File: config.mk
export PLATFORM = sky130hd
export DESIGN_NAME = mem_tx_arbiter
export DESIGN_NICKNAME = d
export VERILOG_FILES = /design/src/rtl/mem_tx_arbiter.sv
export SDC_FILE = /design/constraint.sdc
export NUM_CORES = 1
export LEC_CHECK = 0
export CAP_MARGIN = 20
export CORE_MARGIN = 3
export CORE_UTILIZATION = 44
export DETAILED_ROUTE_END_ITERATION = 6
export GPL_TIMING_DRIVEN = 0
export HOLD_SLACK_MARGIN = 0.06
export PLACE_DENSITY = 0.9
export SLEW_MARGIN = 40
export SYNTH_ARGS = -nofsm -noshare
export SYNTH_HDL_FRONTEND = slang
export SYNTH_SLANG_ARGS = --single-unit
File: constraint.sdc
create_clock -name clk -period 3.09 [get_ports clk]
set_input_delay 0.309 -clock clk [delete_from_list [all_inputs] [get_ports clk]]
set_output_delay 0.309 -clock clk [all_outputs]
set_load 0.02 [all_outputs]
File: src/rtl/mem_tx_arbiter.sv
// mem_tx_arbiter
//   Shares the single memory_interface TX channel between NREQ requesters
//   (0 = prefetcher, 1 = scheduler; a higher index has higher priority). It
//   also keeps an ordered FIFO of in-flight read commands so that each RX
//   reply can be steered back to the requester that issued it.
//
// Ports
//   clk, reset                  clock, asynchronous active-low reset
//   req_valid[NREQ]             requester i has a command ready
//   req_command                 packed commands, requester i at [i*CMD_BITS +: CMD_BITS]
//   req_data                    packed TX payload, requester i at [i*IO_BITS +: IO_BITS]
//   req_reply[NREQ]             the reply to a tracked command is wanted (0: discard it)
//   req_lock[NREQ]              claim or keep the channel between commands
//   mem_tx_command_valid/_command/_data   TX channel towards memory_interface
//   mem_tx_command_started      memory_interface accepted the presented command
//   mem_tx_active               memory_interface is busy with a transaction
//   mem_rx_done                 last cycle of a reply
//   tx_grant[NREQ]              one-hot TX owner
//   rx_owner[NREQ]              one-hot owner of the current reply, zero if empty/discarded
//   outstanding                 number of tracked commands awaiting a reply
//   full                        outstanding == DEPTH
//
// Handshake: the granted requester presents a command with
// mem_tx_command_valid; the transfer happens in the cycle memory_interface
// raises mem_tx_command_started. Replies carry no ready and are consumed on
// mem_rx_done, in issue order.
module mem_tx_arbiter #(
  parameter int NREQ     = 2,
  parameter int IO_BITS  = 2,
  parameter int CMD_BITS = 3,
  parameter logic [CMD_BITS-1:0] TRACK_CMD = CMD_BITS'(2),
  parameter int DEPTH    = 4
) (
  input  logic                     clk,
  input  logic                     reset,
  input  logic [NREQ-1:0]          req_valid,
  input  logic [NREQ*CMD_BITS-1:0] req_command,
  input  logic [NREQ*IO_BITS-1:0]  req_data,
  input  logic [NREQ-1:0]          req_reply,
  input  logic [NREQ-1:0]          req_lock,
  output logic                     mem_tx_command_valid,
  output logic [CMD_BITS-1:0]      mem_tx_command,
  output logic [IO_BITS-1:0]       mem_tx_data,
  input  logic                     mem_tx_command_started,
  input  logic                     mem_tx_active,
  input  logic                     mem_rx_done,
  output logic [NREQ-1:0]          tx_grant,
  output logic [NREQ-1:0]          rx_owner,
  output logic [$clog2(DEPTH+1)-1:0] outstanding,
  output logic                     full
);

  localparam int GW = (NREQ > 1) ? $clog2(NREQ) : 1;
  localparam int PW = (DEPTH > 1) ? $clog2(DEPTH) : 1;
  localparam int CW = $clog2(DEPTH + 1);

  // ---------------------------------------------------------------- grant
  logic [NREQ-1:0] want;
  logic [GW-1:0]   held_grant;
  logic [GW-1:0]   winner;
  logic [GW-1:0]   g;

  assign want = req_valid | req_lock;

  always_comb begin
    winner = '0;
    for (int i = 0; i < NREQ; i++) begin
      if (want[i]) winner = GW'(i);
    end
    // A locked owner keeps the channel even against higher priority.
    if (req_lock[held_grant]) winner = held_grant;
  end

  // The grant is frozen while memory_interface is mid-transaction.
  assign g        = mem_tx_active ? held_grant : winner;
  assign tx_grant = NREQ'(1) << g;

  always_ff @(posedge clk or negedge reset) begin
    if (!reset) begin
      held_grant <= '0;
    end else if (!mem_tx_active) begin
      held_grant <= winner;
    end
  end

  // --------------------------------------------------------------- TX mux
  assign mem_tx_command = req_command[g*CMD_BITS +: CMD_BITS];
  assign mem_tx_data    = req_data[g*IO_BITS +: IO_BITS];
  // Only tracked reads need a FIFO slot; writes pass even when full.
  assign mem_tx_command_valid = req_valid[g] && !(full && mem_tx_command == TRACK_CMD);

  // ----------------------------------------------------------- reply FIFO
  logic          fifo_want [DEPTH];
  logic [GW-1:0] fifo_id   [DEPTH];
  logic [PW-1:0] wr_ptr, rd_ptr;
  logic [CW-1:0] count;
  logic          push_req, do_push, do_pop, empty;

  function automatic logic [PW-1:0] ptr_inc(input logic [PW-1:0] p);
    // Explicit wrap so DEPTH need not be a power of two.
    return (p == PW'(DEPTH - 1)) ? '0 : p + 1'b1;
  endfunction

  assign empty    = (count == '0);
  assign full     = (count == CW'(DEPTH));
  assign push_req = mem_tx_command_started && (mem_tx_command == TRACK_CMD);
  assign do_pop   = mem_rx_done && !empty;
  assign do_push  = push_req && (!full || do_pop);

  always_ff @(posedge clk or negedge reset) begin
    if (!reset) begin
      wr_ptr <= '0;
      rd_ptr <= '0;
      count  <= '0;
      for (int i = 0; i < DEPTH; i++) begin
        fifo_want[i] <= 1'b0;
        fifo_id[i]   <= '0;
      end
    end else begin
      if (do_push) begin
        fifo_want[wr_ptr] <= req_reply[g];
        fifo_id[wr_ptr]   <= g;
        wr_ptr            <= ptr_inc(wr_ptr);
      end
      if (do_pop) rd_ptr <= ptr_inc(rd_ptr);
      if (do_push && !do_pop)      count <= count + 1'b1;
      else if (do_pop && !do_push) count <= count - 1'b1;
    end
  end

  assign outstanding = count;
  // Head stays visible through the rx_done cycle; the pop takes effect after.
  assign rx_owner = (!empty && fifo_want[rd_ptr]) ? (NREQ'(1) << fifo_id[rd_ptr]) : '0;

  a_no_push_when_full: assert property (@(posedge clk) disable iff (!reset)
    !(push_req && full && !mem_rx_done));
  a_no_pop_when_empty: assert property (@(posedge clk) disable iff (!reset)
    !(mem_rx_done && empty));

endmodule

Word level (Yosys, flattened, before mapping)
Cells that the tools add are included.
Storage, ports and cells
  flip-flop bits (word level): 16
  input port bits: 21
  output and inout port bits: 14
  logic and storage cells: 74
Operators by class
  shift operators: 4
  equality and inequality tests: 4
  reduce and logical (&&, ||, !) cells: 17
  $mul: 1
  bitwise gates (word level): 3
  order comparisons: 5
  multiplexer cells: 24
  add/sub/neg operators: 4
Operators with widths (number)
  $mux 1: 14
  $logic_and 1x1->1: 9
  $bwmux 4: 2
  $ge 3x3->1 const B: 2
  $mux 2: 3
  $mux 3: 2
  $not 2->3: 2
  $shiftx 6x4->3: 1
  $logic_not 1->1: 5
  $add 2x1->2 const B: 2
  $bmux 1 s2: 2
  $eq 2x2->1 const B: 2
  $lt 1x2->1 const B: 2
  $shiftx 4x3->2: 1
  $shl 1x1->2 const A: 2
  $add 3x1->3 const B: 1
  $eq 3x2->1 const B: 1
  $eq 3x3->1 const B: 1
  $logic_not 3->1: 1
  $lt 3x1->1 const B: 1
  $mul 1x2->3 const B: 1
  $sub 3x1->3 const B: 1
  $demux 1 s2: 1
  $or 2x2->2: 1
  2 further kinds: 2

Longest topological paths before layout
Gate-level depths: netlist of the first run.
  depth after elaboration: 13
  depth in mapped cells: 11
  depth with buffers taken out: 10

Least setup slack after synthesis of the first run
OpenSTA, ideal clock, no wires.
  path kind: reg-to-reg
  start: reg count[0], in the netlist outstanding[0]
  end: reg count[1], in the netlist outstanding[1]
  clock period less this slack: 2.793 ns
  required time: 2.965 ns
  arrival time: 2.668 ns
  library setup time: 0.125 ns
  stages on the path, launching flop included: 9
  buffers on the path: 0
  slack: 0.297 ns
  path through: dfrtp_1 -> nor3b_1 -> a21boi_0 -> o21ai_1 -> inv_1 -> ha_1 -> inv_1 -> fa_1 -> mux2_2
On the way
  elaborated cells between the ends (all ways): 16
  classes of those cells: add/sub (2); eq/ne (1); mux (2); reduce/logical (11)
RTL lines
  start: declaration: line 96  | logic [CW-1:0] count;
  start signal: assignment: line 126  | if (do_push && !do_pop) count <= count + 1'b1;
  start signal: assignment: line 127  | else if (do_pop && !do_push) count <= count - 1'b1;
  $eq 3x3->1 *: line 105  | assign full = (count == CW'(DEPTH));
  via full: line 50  | output logic full
  $logic_not 1->1 *: line 108  | assign do_push = push_req && (!full || do_pop);
  $logic_or 1x1->1 *: line 108
  $logic_and 1x1->1 *: line 108
  via do_push: line 97  | logic push_req, do_push, do_pop, empty;
  $logic_not 1->1: line 127
  $logic_and 1x1->1: line 127
  $reduce_bool 2->1 (no source line)
The timed path passes the listed nets; every way through them passes the cells marked *. The select of a mux whose other input is x is not followed.
A chain may end at the register's enable or synchronous reset.

Worst setup path after layout of the first run
  start: in mem_tx_active
  end: out mem_tx_command[0]
On the way
  longest elaborated chain between the ends: 3
Ends and longest elaborated chain
  start: declaration: line 45  | input logic mem_tx_active,
  $mux 1
  via g: line 61  | logic [GW-1:0] g;
  $mul 1x2->3: line 87  | assign mem_tx_command = req_command[g*CMD_BITS +: CMD_BITS];
  $shiftx 6x4->3: line 87
  end: declaration: line 42  | output logic [CMD_BITS-1:0] mem_tx_command,
The timed path passes the listed nets, and every way through them passes these cells.

==> results.cfg, run 1 <==
[run_status]
outcome = finished clean

[timing]
post-route-min-period_ns = 2.83
grt_setup_unrepaired = false
relSlewSlack_pct = 54.3
tightest_slew_ns = 0.683
finalHoldWorstSlack_ns = 0.441
timing.final.max_slew_violations = 0
fmax_mhz = 353
finalWorstSetupSlack_ns = 0.259
timing.final.hold_violations = 0
setup_viol_count_final = 0
fin_crit_sh_pct = 91.6
setup_total_negative_slack_ns = 0
finClkSkew_ns = 0.00296

[global_routing]
grt_pass1_vias = 791
grt_first_pass_wirelength_um = 3420
grt_start_max_net_pins = 17
top_usage_layer = met2
initial_antenna_violation_count = 0
m2_gr_usage_pct = 30.4
globalRouteOverflowTotal = 0
grtUsageMet3_pct = 3.38
grt_util_met1_pct = 18.2
groute.usage.overall_pct = 16.5

[clocking]
cts_setup_buffers = 0
cts.clk_slew.worst_paths_ns = 0.08
tritoncts_clock_tree = built
clk-insertion-delay-late_ns = 0.27
cts_num_sinks = 16
cts.root.buffer_cell = sky130_fd_sc_hd__clkbuf_4
max-clock-path-buffers = 2
ctsResizeCount = 0
ctsHoldBuffers = 0
cts.htree.levels = 1
num_cts_buffers = 3

[power]
vdd.ir_drop.worst_uv = 544
totalPowerFinal_w = 0.00101
power_per_cell_area_nw_per_um2 = 723
p_leak_nw = 0.606

[route]
ant_nets = 0
post-route-drc-count = 0
drt-vias-per-instance = 5.27
detail_route.iter0.violations = 11
routed_wl_um = 2030
vias = 775
firstDrtPassIters = 4
avgRoutedWirePerCell_um = 13.8

[worst_hold_path]
min-delay-path-class = input port to asynchronous set/reset pin

[synth]
gate_count_after_technology_mapping = 83
synth_seq_area_share_pct = 40.4
synth.cell_area_um2 = 992
syn_area_per_cell_um2 = 12.0
synth.net_count = 111
synth_seq_cells = 16
cell_variety_after_synth = 29
yosys_warnings = 0

[critical_path]
timing.critical_path.fanout_max = 11
startpoint = mem_tx_active
worstSetupEndpointType = output port
timing_worst_setup_path_type = input port to output port
timing.critical_path.arrival_ns = 2.52
critical_path.reg2reg.startpoint = outstanding[0]
worstPathRequired_ns = 2.78
critPathLaunchType = input port

[floorplan]
design.portCount = 35
placementRows = 16
dieArea_um2 = 2860
dieHeight_um = 53.5
die_w_um = 53.5
coreArea_um2 = 2040
start_util_pct = 48.6

[placement]
placement.setup.worst_slack_ns = 0.0339
place_hpwl_um = 1700
finalWeightedCongestion = 0.740
portBuffers = 34

[layout]
design.final.nets = 150
multi_input_area_um2 = 553
area.sequential_um2 = 400
fill_cells = 165
synthToLayoutAreaGrowth_pct = 40.4
mostFrequentLayoutCells = 34 x sky130_fd_sc_hd__clkdlybuf4s50_1, 17 x sky130_fd_sc_hd__mux2_2, 16 x sky130_fd_sc_hd__dfrtp_1, 7 x sky130_fd_sc_hd__inv_1, 6 x sky130_fd_sc_hd__ha_1
antenna_cells = 0
final_layout_size_suffix_gt1_share_pct = 22.5
mostFrequentLayoutCell = sky130_fd_sc_hd__clkdlybuf4s50_1
finalCoreUtilization_pct = 68.2

[flow_run]
timing.max_cap.violations = 0
metrics by stage:
| step | instances | cell area, um2 |
|---|---|---|
| floorplan | 83 | 992 |
| global placement | 144 | 1370 |
| detailed placement | 144 | 1370 |
| CTS | 147 | 1390 |
| global route | 147 | 1390 |
| finish | 147 | 1390 |
critical path, stage by stage:
cell                              delay [ns]
sky130_fd_sc_hd__clkdlybuf4s50_1        0.45
sky130_fd_sc_hd__o21bai_2               0.28
sky130_fd_sc_hd__and2_0                 0.31
sky130_fd_sc_hd__buf_2                  0.27
sky130_fd_sc_hd__mux2_2                 0.35
sky130_fd_sc_hd__clkdlybuf4s50_1        0.54
logic make-up (layout without fill, tap and decap cells):
logic type,Yosys count,after routing,synth area share (%)
buffers and inverters,10,47,4.29
adders and majority gates,7,7,9.58
muxes,19,19,23.8
and+or+nand+nor,15,15,8.20
xor gates and xnor gates,3,3,2.65
AOI/OAI and AO/OA,13,13,11.1
DFF,16,16,40.4
area by class of cell:
class / count / share of cell area (%)
sequential: 16 / 28.8
clock buffer: 3 / 1.62
buffer: 3 / 1.17
inverter: 7 / 1.89
multi-input combinational: 57 / 39.7
timing repair buffer: 34 / 24.4
tap: 27 / 2.43
routing by layer:
layer	vias up	share of wire, %
li1	374	-
met1	361	41
met2	38	46
met3	2	12
met4	0	0.30
met5	-	0
power breakdown:
| group | switching, W | total (W) | internal [W] |
|---|---|---|---|
| Clock | 0.0000579 | 0.000103 | 0.0000451 |
| Sequential | 0.0000885 | 0.000394 | 0.000305 |
| Combinational | 0.000218 | 0.000510 | 0.000292 |
| Total | 0.000364 | 0.00101 | 0.000642 |
flip-flops by register name (all words and copies together), names as in the netlist:
register,cells
fifo_id,4
fifo_want,4
outstanding,3
rd_ptr,2
wr_ptr,2
held_grant,1
synthesized netlist by cell type:
cell                         n  area (um2)
sky130_fd_sc_hd__a2111oi_4   1        27.5
sky130_fd_sc_hd__a21boi_0    1        7.51
sky130_fd_sc_hd__a21o_1      1        7.51
sky130_fd_sc_hd__a22oi_1     1        7.51
sky130_fd_sc_hd__and2_0      1        6.26
sky130_fd_sc_hd__and3_1      1        6.26
sky130_fd_sc_hd__and4_1      1        8.76
sky130_fd_sc_hd__buf_2       1        5.00
sky130_fd_sc_hd__buf_4       1        7.51
sky130_fd_sc_hd__clkbuf_1    1        3.75
sky130_fd_sc_hd__dfrtp_1    16         400
sky130_fd_sc_hd__fa_1        1        20.0
sky130_fd_sc_hd__ha_1        6        75.1
sky130_fd_sc_hd__inv_1       7        26.3
sky130_fd_sc_hd__mux2_2     17         191
sky130_fd_sc_hd__mux4_2      2        45.0
sky130_fd_sc_hd__nand2_1     3        11.3
sky130_fd_sc_hd__nor2_1      5        18.8
sky130_fd_sc_hd__nor3_1      1        5.00
sky130_fd_sc_hd__nor3b_1     1        7.51
sky130_fd_sc_hd__o211ai_1    4        30.0
sky130_fd_sc_hd__o21a_1      1        7.51
sky130_fd_sc_hd__o21ai_0     2        10.0
sky130_fd_sc_hd__o21ai_1     1        5.00
sky130_fd_sc_hd__o21bai_1    1        7.51
sky130_fd_sc_hd__or3_1       1        6.26
sky130_fd_sc_hd__or3_4       1        11.3
sky130_fd_sc_hd__xnor2_1     1        8.76
sky130_fd_sc_hd__xor2_1      2        17.5
final timing paths:
check                                    end  depth (start not counted)  slack [ns]
min reg2reg                     fifo_want[0]                          1        0.51
min in group clk                fifo_want[0]                          1        0.51
max                        mem_tx_command[0]                          6        0.26
min                                rd_ptr[1]                          1        0.44
max reg2reg                   outstanding[1]                          8        0.52
max in group asynchronous     outstanding[2]                          1        2.21
No activity file was read; power rests on OpenSTA's default activity.
==> run 2: changes to the inputs <==
--- a/config.mk
+++ b/config.mk
@@ -12,6 +12,7 @@
 export GPL_TIMING_DRIVEN = 0
 export HOLD_SLACK_MARGIN = 0.06
 export PLACE_DENSITY = 0.9
+export SKIP_CTS_REPAIR_TIMING = 1
 export SLEW_MARGIN = 40
 export SYNTH_ARGS = -nofsm -noshare
 export SYNTH_HDL_FRONTEND = slang
==> results of run 2 <==
No change in the layout: final DEF, timing and power equal those of run 1.
==> run 3: changes to the inputs <==
--- a/config.mk
+++ b/config.mk
@@ -9,6 +9,7 @@
 export CORE_MARGIN = 3
 export CORE_UTILIZATION = 44
 export DETAILED_ROUTE_END_ITERATION = 6
+export GPL_ROUTABILITY_DRIVEN = 1
 export GPL_TIMING_DRIVEN = 0
 export HOLD_SLACK_MARGIN = 0.06
 export PLACE_DENSITY = 0.9
==> constraint.sdc (replaced) <==
create_clock -name clk -period 2.75 [get_ports clk]
set_input_delay 0.275 -clock clk [delete_from_list [all_inputs] [get_ports clk]]
set_output_delay 0.275 -clock clk [all_outputs]
set_load 0.02 [all_outputs]
==> run 3 against run 2 <==
Effect of this change: flip-flop and latch count unchanged; clock skew increased by 0.00074 ns; non-clock buffer count increased by 1; total power increased by 17%; highest routed layer unchanged; worst setup slack got worse by 0.18 ns; critical path type unchanged; die area unchanged; clock power increased by 50%.
==> results.cfg, run 3 (synthesis results as in run 1) <==
[run_status]
outcome = finished clean

[global_routing]
grt_pass1_vias = 787
grtUsageMet3_pct = 3.10
grt_start_max_net_pins = 17
groute.usage.overall_pct = 15.8
grt_first_pass_wirelength_um = 3290
initial_antenna_violation_count = 0
top_usage_layer = met2
grt_util_met1_pct = 18.3
m2_gr_usage_pct = 28.6
globalRouteOverflowTotal = 0

[placement]
finalWeightedCongestion = 0.702
detailed_place.area_um2 = 1370
portBuffers = 34
placement.setup.worst_slack_ns = -0.233
place_hpwl_um = 1700
placed_cells_incl_taps = 144

[critical_path]
worstSetupEndpointType = output port
timing_worst_setup_path_type = input port to output port
timing.reg2reg.setup_slack_ns = 0.28
critPathLaunchType = input port
timing.critical_path.slowest_cell_delay_ns = 0.53
critPathBufInv = 3
critical_path.reg2reg.startpoint = outstanding[2]
timing.critical_path.fanout_max = 11
path_cells = clkdlybuf4s50_1 > o21bai_2 > and2_1 > clkbuf_4 > mux2_2 > clkdlybuf4s50_1
startpoint = mem_tx_active
timing.critical_path.arrival_ns = 2.40
worstPathRequired_ns = 2.48
worst_path_max_delay_cell = sky130_fd_sc_hd__clkdlybuf4s50_1
critPathTopFamily = buffers and inverters
timing.critical_path.mode_cell = sky130_fd_sc_hd__clkdlybuf4s50_1

[clocking]
cts.htree.levels = 1
cts.clk_slew.worst_paths_ns = 0.09
tritoncts_clock_tree = built
clk-insertion-delay-late_ns = 0.29
cts.root.buffer_cell = sky130_fd_sc_hd__clkbuf_4
cts_num_sinks = 16
max-clock-path-buffers = 2
num_cts_buffers = 3

[flow_run]
timing.max_cap.violations = 0

[floorplan]
die_w_um = 53.5
dieArea_um2 = 2860
placementRows = 16
dieHeight_um = 53.5
coreArea_um2 = 2040
design.portCount = 35
start_util_pct = 48.6

[layout]
final_layout_size_suffix_gt1_share_pct = 24.6
stdcell_area_um2 = 1420
synthToLayoutAreaGrowth_pct = 43.3
antenna_cells = 0
mostFrequentLayoutCells = 34 x sky130_fd_sc_hd__clkdlybuf4s50_1, 17 x sky130_fd_sc_hd__mux2_2, 16 x sky130_fd_sc_hd__dfrtp_1, 7 x sky130_fd_sc_hd__inv_1, 6 x sky130_fd_sc_hd__ha_1
design.final.nets = 151
mostFrequentLayoutCell = sky130_fd_sc_hd__clkdlybuf4s50_1
number_of_standard_cells_in_the_final_layout_excluding_fillers = 149

[timing]
grt_setup_unrepaired = true
fin_crit_sh_pct = 97.2
relSlewSlack_pct = 53.8
setup_viol_count_final = 0
fmax_mhz = 374
finalWorstSetupSlack_ns = 0.0772
finClkSkew_ns = 0.00370
post-route-min-period_ns = 2.67
tightest_slew_ns = 0.691
timing.final.hold_violations = 0
timing.final.max_slew_violations = 0

[power]
totalPowerFinal_w = 0.00117
power_per_cell_area_nw_per_um2 = 826
vdd.ir_drop.worst_uv = 626
p_leak_nw = 0.622

[route]
avgRoutedWirePerCell_um = 13.8
vias = 795
ant_nets = 0
detail_route.iter0.violations = 4
drt-vias-per-instance = 5.34
post-route-drc-count = 0
firstDrtPassIters = 2
routed_wl_um = 2060

[worst_hold_path]
min-delay-path-class = input port to asynchronous set/reset pin
==> run 3: cell count changes in the layout (fill, tap and decap cells not counted) <==
| cell | before | now |
|---|---|---|
| sky130_fd_sc_hd__and2_0 | 1 | 0 |
| sky130_fd_sc_hd__buf_4 | 1 | 2 |
| sky130_fd_sc_hd__nor3b_1 | 1 | 0 |
| sky130_fd_sc_hd__nor3b_2 | 0 | 1 |
| sky130_fd_sc_hd__clkbuf_4 | 3 | 4 |
| sky130_fd_sc_hd__buf_2 | 1 | 0 |
| sky130_fd_sc_hd__and2_1 | 0 | 1 |
| sky130_fd_sc_hd__clkbuf_8 | 0 | 1 |
==> run 3: per-layer routing <==
metal | share of wire [%] | wire length (um) | vias up
met3 | 10 | 205 | 2
met2 | 46 | 941 | 38
met4 | 0.78 | 16 | 0
met1 | 43 | 893 | 378
li1 | - | - | 377
met5 | 0 | 0 | -
==> run 3: path summary, 6_finish.rpt <==
path | end | depth (start not counted)
hold reg to reg | fifo_want[0] | 1
setup reg to reg | outstanding[2] | 10
min in group clk | fifo_want[0] | 1
setup / recovery | mem_tx_command[2] | 6
max in group asynchronous | fifo_want[2] | 1
hold / removal | fifo_id[1] | 1
==> run 3: layout make-up <==
type | instances | area (um2)
sequential | 16 | 400
multi-input combinational | 57 | 558
clock buffer | 4 | 36.3
inverter | 7 | 26.3
buffer | 3 | 18.8
fill | 160 | 621
timing repair buffer | 35 | 348
tap | 27 | 33.8
==> run 3: stage by stage <==
stage,utilization (%),TNS (ns),hold WS (ns)
finish,69.6,0,0.399
floorplan,-,0,-0.0206
global route,69.6,-0.0582,0.438
global placement,67.2,-0.484,0.484
CTS,68.9,-0.220,0.418
detailed placement,67.2,-0.628,0.493
==> run 3: power breakdown <==
group | total [W] | internal [W] | switching [W]
clock | 0.000154 | 0.0000806 | 0.0000738
combinational | 0.000575 | 0.000332 | 0.000243
sequential | 0.000445 | 0.000343 | 0.000102
total | 0.00117 | 0.000755 | 0.000419
